### config.mk
export PLATFORM = sky130hd
export DESIGN_NAME = uart_rx
export DESIGN_NICKNAME = d
export VERILOG_FILES = /design/src/rtl/uart_rx.sv
export SDC_FILE = /design/constraint.sdc
export NUM_CORES = 1
export LEC_CHECK = 0
export ABC_AREA = 1
export CORE_ASPECT_RATIO = 0.7
export CORE_MARGIN = 3
export CORE_UTILIZATION = 45
export CTS_CLUSTER_SIZE = 24
export DETAILED_ROUTE_END_ITERATION = 16
export PLACE_DENSITY = 0.69
export SLEW_MARGIN = 20
export SYNTH_ARGS = -nofsm -noshare
export SYNTH_HDL_FRONTEND = slang
export SYNTH_SLANG_ARGS = --single-unit
### constraint.sdc
create_clock -name i_clk -period 3.9 [get_ports i_clk]
set_input_delay 0.975 -clock i_clk [delete_from_list [all_inputs] [get_ports i_clk]]
set_output_delay 0.975 -clock i_clk [all_outputs]
set_load 0.01 [all_outputs]
### src/rtl/uart_rx.sv
// uart_rx: 8N1 serial receiver with a 2-flop input synchronizer and mid-bit sampling.
// Define UART_RX_MAJORITY_EN to take each sample as a 2-of-3 vote over the last three synced cycles.
module uart_rx #(
    parameter int CLKS_PER_BIT = 217
) (
    input  logic       i_clk,
    input  logic       i_rst_n,
    input  logic       i_rx_serial,
    output logic       o_rx_dv,
    output logic [7:0] o_rx_byte,
    output logic       o_rx_active,
    output logic       o_frame_err
);
    localparam int CW = (CLKS_PER_BIT > 1) ? $clog2(CLKS_PER_BIT) : 1;
    localparam logic [CW-1:0] CNT_BIT  = CW'(CLKS_PER_BIT - 1);
    localparam logic [CW-1:0] CNT_HALF = CW'((CLKS_PER_BIT - 1) / 2);

    typedef enum logic [2:0] {
        IDLE,
        START_BIT,
        DATA_BITS,
        STOP_BIT,
        BREAK_WAIT
    } state_e;

    state_e          state_q, state_d;
    logic [CW-1:0]   cnt_q, cnt_d;
    logic [2:0]      idx_q, idx_d;
    logic [7:0]      shift_q, shift_d;
    logic [7:0]      byte_q, byte_d;
    logic            dv_q, dv_d;
    logic            ferr_q, ferr_d;
    logic            active_q, active_d;
    logic            sync1_q, sync2_q;
    logic            rxs;
    logic            sample;

    always_ff @(posedge i_clk or negedge i_rst_n) begin
        if (!i_rst_n) begin
            sync1_q <= 1'b1;
            sync2_q <= 1'b1;
        end else begin
            sync1_q <= i_rx_serial;
            sync2_q <= sync1_q;
        end
    end

    assign rxs = sync2_q;

`ifdef UART_RX_MAJORITY_EN
    // Two registered taps plus the live synced bit form the 3-cycle window ending at the sample point.
    logic [1:0] hist_q;
    logic [2:0] hist;

    always_ff @(posedge i_clk or negedge i_rst_n) begin
        if (!i_rst_n) begin
            hist_q <= '1;
        end else begin
            hist_q <= {hist_q[0], rxs};
        end
    end

    assign hist   = {hist_q, rxs};
    assign sample = (hist[2] & hist[1]) | (hist[2] & hist[0]) | (hist[1] & hist[0]);
`else
    assign sample = rxs;
`endif

    always_ff @(posedge i_clk or negedge i_rst_n) begin
        if (!i_rst_n) begin
            state_q  <= IDLE;
            cnt_q    <= '0;
            idx_q    <= '0;
            shift_q  <= '0;
            byte_q   <= '0;
            dv_q     <= 1'b0;
            ferr_q   <= 1'b0;
            active_q <= 1'b0;
        end else begin
            state_q  <= state_d;
            cnt_q    <= cnt_d;
            idx_q    <= idx_d;
            shift_q  <= shift_d;
            byte_q   <= byte_d;
            dv_q     <= dv_d;
            ferr_q   <= ferr_d;
            active_q <= active_d;
        end
    end

    always_comb begin
        state_d  = state_q;
        cnt_d    = cnt_q;
        idx_d    = idx_q;
        shift_d  = shift_q;
        byte_d   = byte_q;
        dv_d     = 1'b0;
        ferr_d   = 1'b0;
        active_d = active_q;

        unique case (state_q)
            IDLE: begin
                active_d = 1'b0;
                if (!rxs) begin
                    cnt_d    = CNT_HALF;
                    active_d = 1'b1;
                    state_d  = START_BIT;
                end
            end
            START_BIT: begin
                if (cnt_q != '0) begin
                    cnt_d = cnt_q - 1'b1;
                end else if (!sample) begin
                    cnt_d   = CNT_BIT;
                    idx_d   = '0;
                    state_d = DATA_BITS;
                end else begin
                    active_d = 1'b0;
                    state_d  = IDLE;
                end
            end
            DATA_BITS: begin
                if (cnt_q != '0) begin
                    cnt_d = cnt_q - 1'b1;
                end else begin
                    shift_d[idx_q] = sample;
                    cnt_d          = CNT_BIT;
                    if (idx_q == 3'd7) begin
                        state_d = STOP_BIT;
                    end else begin
                        idx_d = idx_q + 1'b1;
                    end
                end
            end
            STOP_BIT: begin
                // Leaving at mid-stop-bit gives IDLE half a bit of margin before a back-to-back start edge.
                if (cnt_q != '0) begin
                    cnt_d = cnt_q - 1'b1;
                end else if (sample) begin
                    byte_d   = shift_q;
                    dv_d     = 1'b1;
                    active_d = 1'b0;
                    state_d  = IDLE;
                end else begin
                    ferr_d  = 1'b1;
                    state_d = BREAK_WAIT;
                end
            end
            BREAK_WAIT: begin
                if (rxs) begin
                    active_d = 1'b0;
                    state_d  = IDLE;
                end
            end
            default: begin
                active_d = 1'b0;
                state_d  = IDLE;
            end
        endcase
    end

    assign o_rx_dv     = dv_q;
    assign o_rx_byte   = byte_q;
    assign o_rx_active = active_q;
    assign o_frame_err = ferr_q;

endmodule

==> summary.md, run 1 <==
| Metric | Value |
|---|---|
| Run status | `finished clean` |
| Commonest non-fill, non-tap cells in the layout | `72 x nand2_1, 33 x dfrtp_1, 25 x nand3_1` |
| CTS sink cnt | `35` |
| Dpl hpwl | `between 2000 and 2500 um` |
| First-pass GRT wire length | `roughly 6000 um` |
| Unrepaired setup endpoints after global routing | `false` |
| Commonest non-fill, non-tap cell in the layout | `nand2_1` |
| Remaining DRCs | `0` |
| Crit path launch type | `register` |
| Hold path depth | `0` |
| Hold Fails Final Rpt | `0` |
| CTS clk-pin slew, worst paths | `0.07 ns` |
| Number of max-cap violations | `0` |
| First-pass DRT Iterations | `4` |
| R2R Path Start | `cnt_q[7]$_DFFE_PN0P_` |
| Vias per Instance | `4.99` |
| Syn_nets | `roughly 230` |
| Slowest CP cell | `clkdlybuf4s50_1` |
| Clock tree buffer depth | `2` |
| Max-slew violations | `0` |
| Post-cts hold buffer count | `0` |
| Worst slew pin tran | `0.456 ns` |
| Starting density of the core | `0.487` |
| # diodes | `0` |
| Worst Hold Launch | `sync1_q$_DFF_PN1_` |
| Clock Power Share | `0.412` |
| Routed wire length per instance | `11.9 um` |
| Maximum VDD drop | `0.184 mV` |
| CP max FO | `2` |
| Crit Reg-Reg Endpoint | `shift_q[0]$_DFFE_PN0P_` |
| Minimum clock period | `2.16 ns` |
| Multi-input gate area | `821 um^2` |
| Register bit total from synthesis | `35` |
| 1st-iter DRT viols | `98` |
| PwrDens | `312 nW/um^2` |
| Distinct cell type count after synthesis | `24` |
| Die area | `~4800 um^2` |
| Final instance area | `2060 um^2` |
| Seq pwr share | `0.569` |
| Input/output buffers | `13` |
| Htree depth | `2` |
| WL final | `roughly 3400 um` |
| Post-synthesis compound-gate area fraction | `0.0754` |
| Reg-to-reg setup timing slack | `2.32 ns` |
| Final #Nets | `246` |
| Placement Setup Slack | `2.06 ns` |
| Hold/Removal Path Class | `reg -> reg` |
| XOR/XNOR share of the synthesized area | `0.00986` |
| Initial antenna violation count | `0` |
| Seq/Total Area, Yosys | `0.494` |
| Largest net degree at the start of global routing | `36` |
| FP Rows | `18` |
| DIE HEIGHT | `58.6 um` |
| Crit-path max cell delay | `roughly 0.53 ns` |
| Core area | `3650 um^2` |
| Dpl cell area | `1970 um^2` |
| Crit path capture type | `primary output` |
| I/O pin cnt | `14` |
| Fmax | `464 MHz` |
| P&R area growth vs syn | `16.0%` |
| DR vias | `1443` |
| Non-Filler Instances | `289` |
| Mux contribution to synthesized area | `0` |
| Psw | `0.137 mW` |
| Antenna-violating nets left | `0` |
| Layout cells sized above 1 | `0.134` |
| Final GP Congestion | `0.811` |
| Mapped Area | `1780 um^2` |
| Rel. slew slack | `0.696` |
| GRT Total Usage | `0.171` |
| Comb pwr share | `0.019` |
| Adder and majority gate portion of the synthesized area | `0.0282` |
| Setup_tns | `0 ns` |
| Root Buffer | `clkbuf_8` |
| CP top delay family | `buffers and inverters` |
| WS Path Type | `reg -> out` |
| Hold endpoint | `rxs$_DFF_PN1_` |
| R2R depth | `8` |
| CTS tree | `yes` |
| Mapped Cells | `219` |
| Internal | `between 0.5 and 0.6 mW` |
| Synth Area per Inst | `8.11 um^2` |
| Largest family of logic cells by synthesized area | `simple AND/OR/NAND/NOR gates` |
| Resize count post-CTS | `0` |
| Reg area | `878 um^2` |
| Fillers | `between 300 and 400` |
| Period utilization | `0.553` |
| Switch share | `0.213` |
| Setup ws final | `1.74 ns` |
| Cts bufs inserted | `5` |
| Placed instance count | `282` |
| Die W | `81.1 um` |
| Crit-path cells | `clkdlybuf4s50_1` |
| Synth Area in Simple Gates | `0.349` |
| Clock insertion delay at the later pin of the skew report | `0.29 ns` |
| Crit path buf inv count | `1` |
| Post-CTS setup buffer count | `0` |
| Critical Path AT | `between 1 and 1.5 ns` |
| Total gr overflow | `0` |
| LEAKAGE | `1.02 nW` |
| Vias in the first global route | `1235` |
| Req. time, crit path | `a little under 3 ns` |
| Final setup violation count | `0` |
| Synth Warn # | `0` |
| Final Skew | `around 0.009 ns` |
| Pwr Total | `0.643 mW` |
## sequential cells by signal, indices dropped and copies added, names as in the netlist
register	flops
o_rx_active	1
sync1_q	1
cnt_q	8
rxs	1
o_rx_byte	8
shift_q	8
o_frame_err	1
state_q	3
o_rx_dv	1
idx_q	3
## synth_stat cells
| cell type | n | area [um^2] |
|---|---|---|
| nand3b_2 | 1 | 11.3 |
| nand2_1 | 72 | 270 |
| nand3b_1 | 1 | 7.51 |
| or2_1 | 1 | 6.26 |
| nor2_2 | 4 | 25.0 |
| ha_1 | 4 | 50.1 |
| dfstp_2 | 2 | 52.6 |
| o21ai_0 | 6 | 30.0 |
| a21oi_1 | 2 | 10.0 |
| nand3_4 | 1 | 17.5 |
| nor2_1 | 19 | 71.3 |
| inv_4 | 1 | 6.26 |
| nand3_1 | 25 | 125 |
| o21ai_1 | 17 | 85.1 |
| clkinv_1 | 1 | 3.75 |
| a21oi_2 | 1 | 8.76 |
| nor2_8 | 2 | 40.0 |
| nand3_2 | 2 | 20.0 |
| dfrtp_1 | 33 | 826 |
| xor2_1 | 2 | 17.5 |
| inv_1 | 11 | 41.3 |
| nand2_2 | 4 | 25.0 |
| clkbuf_1 | 1 | 3.75 |
| inv_2 | 6 | 22.5 |
## layout make-up
cell class | count | area share
Sequential cell | 35 | 0.426
Multi-Input combinational cell | 164 | 0.398
Timing Repair Buffer | 14 | 0.0668
Clock buffer | 6 | 0.0401
Inverter | 19 | 0.0358
Tap cell | 50 | 0.0304
Clock inverter | 1 | 0.00243
## metal layers
metal / global-route usage / vias to the layer above / part of all wire / routed length (um)
li1: - / 746 / - / -
met1: 0.281 / 653 / 0.55 / 1890
met4: 0.0723 / 0 / 0.018 / 63
met3: 0.0413 / 7 / 0.056 / 192
met2: 0.205 / 37 / 0.38 / 1290
met5: 0 / - / 0 / 0
## how the worst max path moves through the flow
stage	from	to	cells past startpoint
floorplan	cnt_q[0]$_DFFE_PN0P_	shift_q[1]$_DFFE_PN0P_	9
global placement	o_rx_byte[6]$_DFFE_PN0P_	o_rx_byte[6]	1
detailed placement	o_rx_byte[3]$_DFFE_PN0P_	o_rx_byte[3]	1
CTS	o_rx_byte[3]$_DFFE_PN0P_	o_rx_byte[3]	1
global route	o_rx_byte[3]$_DFFE_PN0P_	o_rx_byte[3]	1
finish	o_rx_byte[1]$_DFFE_PN0P_	o_rx_byte[1]	1
## cells by family after synthesis
family          after synthesis
compound gates               26
xor+xnor                      2
fa+ha+maj                     4
buf+inv                      20
flops                        35
simple gates                132
## power by group through the flow
| stage | Sequential [mW] | Combinational, mW | Clock (mW) |
|---|---|---|---|
| floorplan | 0.373 | 0.00228 | 0 |
| finish | 0.366 | 0.0121 | 0.265 |
| CTS | 0.366 | 0.0130 | 0.269 |
| global placement | 0.373 | 0.0128 | 0 |
| detailed placement | 0.373 | 0.0130 | 0 |
| global route | 0.366 | 0.0146 | 0.287 |
## through the flow
| step | hold WS (ns) | util |
|---|---|---|
| 2_1_floorplan | 0.345 | - |
| 3_3_place_gp | 0.346 | 0.541 |
| 3_5_place_dp | 0.347 | 0.541 |
| 4_1_cts | 0.359 | 0.565 |
| 5_1_grt | 0.367 | 0.565 |
| 6_report | 0.361 | 0.565 |
No activity file was read; power rests on OpenSTA's default activity.
==> run 2, diff against run 1 <==
PLACE_DENSITY = 0.72   (was 0.69)
clock period = 1.9 ns   (was 3.9 ns; I/O delays follow)
==> summary.md, run 2 (same netlist as run 1, synthesis figures left out) <==
| Metric | Value |
|---|---|
| CP max FO | `2 (unchanged)` |
| Vias per Instance | `4.86 (-2.7%)` |
| Post-cts hold buffer count | `0 (unchanged)` |
| Req. time, crit path | `1.42 ns (-1.50 ns)` |
| Dpl hpwl | `2470 um (-0.53%)` |
| 1st-iter DRT viols | `87 (-11%)` |
| CTS sink cnt | `35 (unchanged)` |
| WL final | `3330 um (-3.0%)` |
| Worst slew pin tran | `0.379 ns (-0.0767 ns)` |
| Input/output buffers | `13 (unchanged)` |
| Max-slew violations | `0 (unchanged)` |
| Die W | `81.1 um (unchanged)` |
| Pwr Total | `1.28 mW (+100%)` |
| DIE HEIGHT | `58.6 um (unchanged)` |
| Crit-path max cell delay | `0.53 ns (about the same)` |
| Crit path capture type | `primary output` |
| Total gr overflow | `0 (unchanged)` |
| Core area | `3650 um^2 (unchanged)` |
| WS Path Type | `reg -> out` |
| Maximum VDD drop | `0.347 mV (+89%)` |
| PwrDens | `619 nW/um^2 (+98%)` |
| Antenna-violating nets left | `0 (unchanged)` |
| P&R area growth vs syn | `16.9%` |
| Number of max-cap violations | `0 (unchanged)` |
| Resize count post-CTS | `0 (unchanged)` |
| Final setup violation count | `0 (unchanged)` |
| LEAKAGE | `1.03 nW (+0.99%)` |
| Final Skew | `0.00429 ns (-0.00470 ns)` |
| Layout cells sized above 1 | `0.141 (+0.00719)` |
| Fmax | `approximately 600 MHz` |
| Htree depth | `2 (unchanged)` |
| Critical Path AT | `1.17 ns (about the same)` |
| CTS clk-pin slew, worst paths | `0.07 ns (about the same)` |
| Crit-path cells | `clkdlybuf4s50_1` |
| # diodes | `0 (unchanged)` |
| Hold/Removal Path Class | `reg -> reg` |
| Initial antenna violation count | `0 (unchanged)` |
| Setup_tns | `0 ns (unchanged)` |
| Starting density of the core | `0.487 (unchanged)` |
| GRT Total Usage | `0.165 (-0.00583)` |
| Period utilization | `0.866` |
| Rel. slew slack | `0.747 (+0.0512)` |
| Unrepaired setup endpoints after global routing | `false` |
| Post-CTS setup buffer count | `0 (unchanged)` |
| CP top delay family | `buffers and inverters` |
| Placement Setup Slack | `0.359 ns (-1.70 ns)` |
| Reg-to-reg setup timing slack | `0.35 ns (-1.97 ns)` |
| Largest net degree at the start of global routing | `36 (unchanged)` |
| Crit path buf inv count | `1 (unchanged)` |
| Minimum clock period | `1.64 ns` |
| Root Buffer | `clkbuf_8` |
| Vias in the first global route | `1281 (+3.7%)` |
| Run status | `finished clean` |
| FP Rows | `18 (unchanged)` |
| Commonest non-fill, non-tap cells in the layout | `72 x nand2_1, 33 x dfrtp_1, 25 x nand3_1` |
| Clock insertion delay at the later pin of the skew report | `0.28 ns (about the same)` |
| DR vias | `1414 (-2.0%)` |
| CTS tree | `yes` |
| Clock tree buffer depth | `2 (unchanged)` |
| Final #Nets | `247 (+0.41%)` |
| Setup ws final | `0.255 ns (-1.49 ns)` |
| Routed wire length per instance | `11.5 um (-3.7%)` |
| Hold Fails Final Rpt | `0 (unchanged)` |
| Commonest non-fill, non-tap cell in the layout | `nand2_1` |
| Hold WS | `0.357 ns (-0.00365 ns)` |
| Final GP Congestion | `0.830 (+2.3%)` |
| Remaining DRCs | `0 (unchanged)` |
| Die area | `4750 um^2 (unchanged)` |
| Cts bufs inserted | `5 (unchanged)` |
| I/O pin cnt | `14 (unchanged)` |
| First-pass GRT wire length | `5950 um (-2.6%)` |
| Slowest CP cell | `clkdlybuf4s50_1` |
| Final Util | `0.569 (+0.00446)` |
| Crit path launch type | `register` |
| First-pass DRT Iterations | `4 (unchanged)` |
## run 2: final timing paths
path / start / to / cells after the start
max: o_rx_byte[0]$_DFFE_PN0P_ / o_rx_byte[0] / 1
min: sync1_q$_DFF_PN1_ / rxs$_DFF_PN1_ / 0
max reg2reg: cnt_q[0]$_DFFE_PN0P_ / shift_q[7]$_DFFE_PN0P_ / 9
min reg2reg: sync1_q$_DFF_PN1_ / rxs$_DFF_PN1_ / 0
max in group asynchronous: i_rst_n / rxs$_DFF_PN1_ / 2
min in group asynchronous: i_rst_n / o_rx_byte[1]$_DFFE_PN0P_ / 2
## run 2: final cells by class
cell class / instances / area (um^2)
clock buffer: 5 / 68.8
clock inverter: 3 / 15.0
timing repair buffer: 15 / 158
fill: 348 / 1570
tap: 50 / 62.6
inverter: 19 / 73.8
sequential: 35 / 878
multi-input combinational: 164 / 821
## run 2: power breakdown
| part | switching [mW] | internal (mW) | leakage [nW] | total (mW) |
|---|---|---|---|---|
| sequential | 0.00242 | 0.749 | 0.453 | 0.751 |
| combinational | 0.0208 | 0.00994 | 0.526 | 0.0307 |
| clock | 0.253 | 0.250 | 0.0477 | 0.503 |
## run 2: routing by layer
layer	vias to the layer above	share of wire	track usage
li1	746	-	-
met3	4	0.038	0.0413
met2	24	0.39	0.216
met4	0	0.013	0.0506
met5	-	0	0
met1	640	0.56	0.264
## run 2: stage by stage
stage	cell area (um^2)	std cells
final	2080	291
after detailed placement	1990	283
after global routing	2080	291
after global placement	1990	283
after floorplan	1780	219
after CTS	2080	291
==> run 3, diff against run 2 <==
MAX_ROUTING_LAYER = met4   (was not set)
PLACE_DENSITY = 0.69   (was 0.72)
clock period = 2 ns   (was 1.9 ns; I/O delays follow)
==> summary.md, run 3 (same netlist as run 1, synthesis figures left out) <==
| Metric | Value |
|---|---|
| Run status | `finished clean` |
| Fmax | `600 MHz` |
| Minimum clock period | `1.67 ns` |
| Die W | `81.1 um (unchanged)` |
| Vias in the first global route | `1327 (+3.6%)` |
| Critical Path AT | `1.17 ns (about the same)` |
| Commonest non-fill, non-tap cells in the layout | `72 x nand2_1, 33 x dfrtp_1, 25 x nand3_1` |
| PwrDens | `659 nW/um^2 (+6.6%)` |
| Period utilization | `0.833` |
| Total gr overflow | `0 (unchanged)` |
| Routed wire length per instance | `11.3 um (-1.7%)` |
| 1st-iter DRT viols | `94 (+8.0%)` |
| CTS tree | `yes` |
| CTS sink cnt | `35 (unchanged)` |
| Antenna-violating nets left | `0 (unchanged)` |
| Final GP Congestion | `0.855 (+3.1%)` |
| I/O pin cnt | `14 (unchanged)` |
| Hold Fails Final Rpt | `0 (unchanged)` |
| Htree depth | `2 (unchanged)` |
| Final setup violation count | `0 (unchanged)` |
| Commonest non-fill, non-tap cell in the layout | `nand2_1` |
| Largest net degree at the start of global routing | `36 (unchanged)` |
| Clock tree buffer depth | `2 (unchanged)` |
| Layout cells sized above 1 | `0.141 (unchanged)` |
| Initial antenna violation count | `0 (unchanged)` |
| DIE HEIGHT | `58.6 um (unchanged)` |
| Rel. slew slack | `0.717 (-0.0303)` |
| Crit Reg-Reg Endpoint | `shift_q[7]$_DFFE_PN0P_` |
| Input/output buffers | `13 (unchanged)` |
| Die area | `4750 um^2 (unchanged)` |
| Worst slew pin tran | `0.425 ns (+0.0458 ns)` |
| R2R depth | `9 (unchanged)` |
| CP endpoint | `o_rx_active` |
| Remaining DRCs | `0 (unchanged)` |
| Crit path depth | `1 (unchanged)` |
| Post-cts hold buffer count | `0 (unchanged)` |
| Setup_tns | `0 ns (unchanged)` |
| WS Path Type | `reg -> out` |
| Core area | `3650 um^2 (unchanged)` |
| Clock insertion delay at the later pin of the skew report | `0.28 ns (about the same)` |
| R2R Path Start | `cnt_q[0]$_DFFE_PN0P_` |
| Reg area | `878 um^2 (unchanged)` |
| First-pass GRT wire length | `6020 um (+1.2%)` |
| LEAKAGE | `1.04 nW (+0.87%)` |
| Crit. Startpoint | `o_rx_active$_DFFE_PN0P_` |
| CP max FO | `2 (unchanged)` |
| Hold/Removal Path Class | `reg -> reg` |
| Fillers | `342 (-1.7%)` |
| GRT Total Usage | `0.173 (+0.00767)` |
| Crit-path max cell delay | `0.53 ns (about the same)` |
| Final Skew | `0.00473 ns (+0.000443 ns)` |
| CP top delay family | `buffers and inverters` |
| Multi-input gate area | `821 um^2 (unchanged)` |
| Dpl hpwl | `2420 um (-1.9%)` |
| # diodes | `0 (unchanged)` |
| Crit-path cells | `clkdlybuf4s50_1` |
| WL final | `3280 um (-1.7%)` |
| Post-CTS setup buffer count | `0 (unchanged)` |
| Reg-to-reg setup timing slack | `0.45 ns (+0.10 ns)` |
| Final #Nets | `247 (unchanged)` |
| First-pass DRT Iterations | `4 (unchanged)` |
| Final Util | `0.575 (+0.00583)` |
| Root Buffer | `clkbuf_8` |
| Maximum VDD drop | `0.663 mV (+91%)` |
| Crit path capture type | `primary output` |
| Resize count post-CTS | `0 (unchanged)` |
| Vias per Instance | `4.85 (-0.28%)` |
| CTS clk-pin slew, worst paths | `0.07 ns (about the same)` |
| Crit path buf inv count | `1 (unchanged)` |
| Max-slew violations | `0 (unchanged)` |
| P&R area growth vs syn | `18.1%` |
| Slowest CP cell | `clkdlybuf4s50_1` |
| FP Rows | `18 (unchanged)` |
| Number of max-cap violations | `0 (unchanged)` |
| Starting density of the core | `0.487 (unchanged)` |
| Unrepaired setup endpoints after global routing | `false` |
| Crit path launch type | `register` |
| Cts bufs inserted | `5 (unchanged)` |
| DR vias | `1410 (-0.28%)` |
| Req. time, crit path | `1.50 ns (+0.08 ns)` |
| Pwr Total | `1.38 mW (+7.7%)` |
run 3: power by group:
group	internal, mW	leakage (nW)	switching, mW
Combinational	0.00668	0.521	0.0183
Clock	0.403	0.0612	0.242
Sequential	0.712	0.453	0.00253
Total	1.12	1.04	0.263
run 3: final cells by class:
cell class              count  share of cell area
inverters                  19              0.0352
flip-flops and latches     35               0.419
repair buffers             15              0.0692
well taps                  50              0.0298
multi-input cells         164               0.391
clock buffers               6              0.0394
clock inverters             2              0.0167
run 3: worst min path at each step:
stage	startpoint	to	slack (ns)	depth (start not counted)
5_1_grt	sync1_q$_DFF_PN1_	rxs$_DFF_PN1_	0.37	0
3_5_place_dp	sync1_q$_DFF_PN1_	rxs$_DFF_PN1_	0.35	0
4_1_cts	sync1_q$_DFF_PN1_	rxs$_DFF_PN1_	0.36	0
2_1_floorplan	i_rst_n	cnt_q[0]$_DFFE_PN0P_	0.20	0
6_report	sync1_q$_DFF_PN1_	rxs$_DFF_PN1_	0.36	0
3_3_place_gp	sync1_q$_DFF_PN1_	rxs$_DFF_PN1_	0.35	0
run 3: layer usage:
metal | vias up | GRT usage | share of wire
met2 | 23 | 0.222 | 0.39
met1 | 634 | 0.254 | 0.55
li1 | 749 | - | -
met5 | - | - | 0
met3 | 4 | 0.0413 | 0.039
met4 | 0 | 0.0795 | 0.020
run 3: metrics by stage:
stage	setup WS, ns	cell area [um^2]	hold WS [ns]	instances
finish	0.333	2100	0.362	291
global placement	0.469	1980	0.346	283
floorplan	0.575	1780	0.204	219
CTS	0.314	2100	0.360	291
detailed placement	0.447	1980	0.351	283
global route	0.207	2100	0.366	291
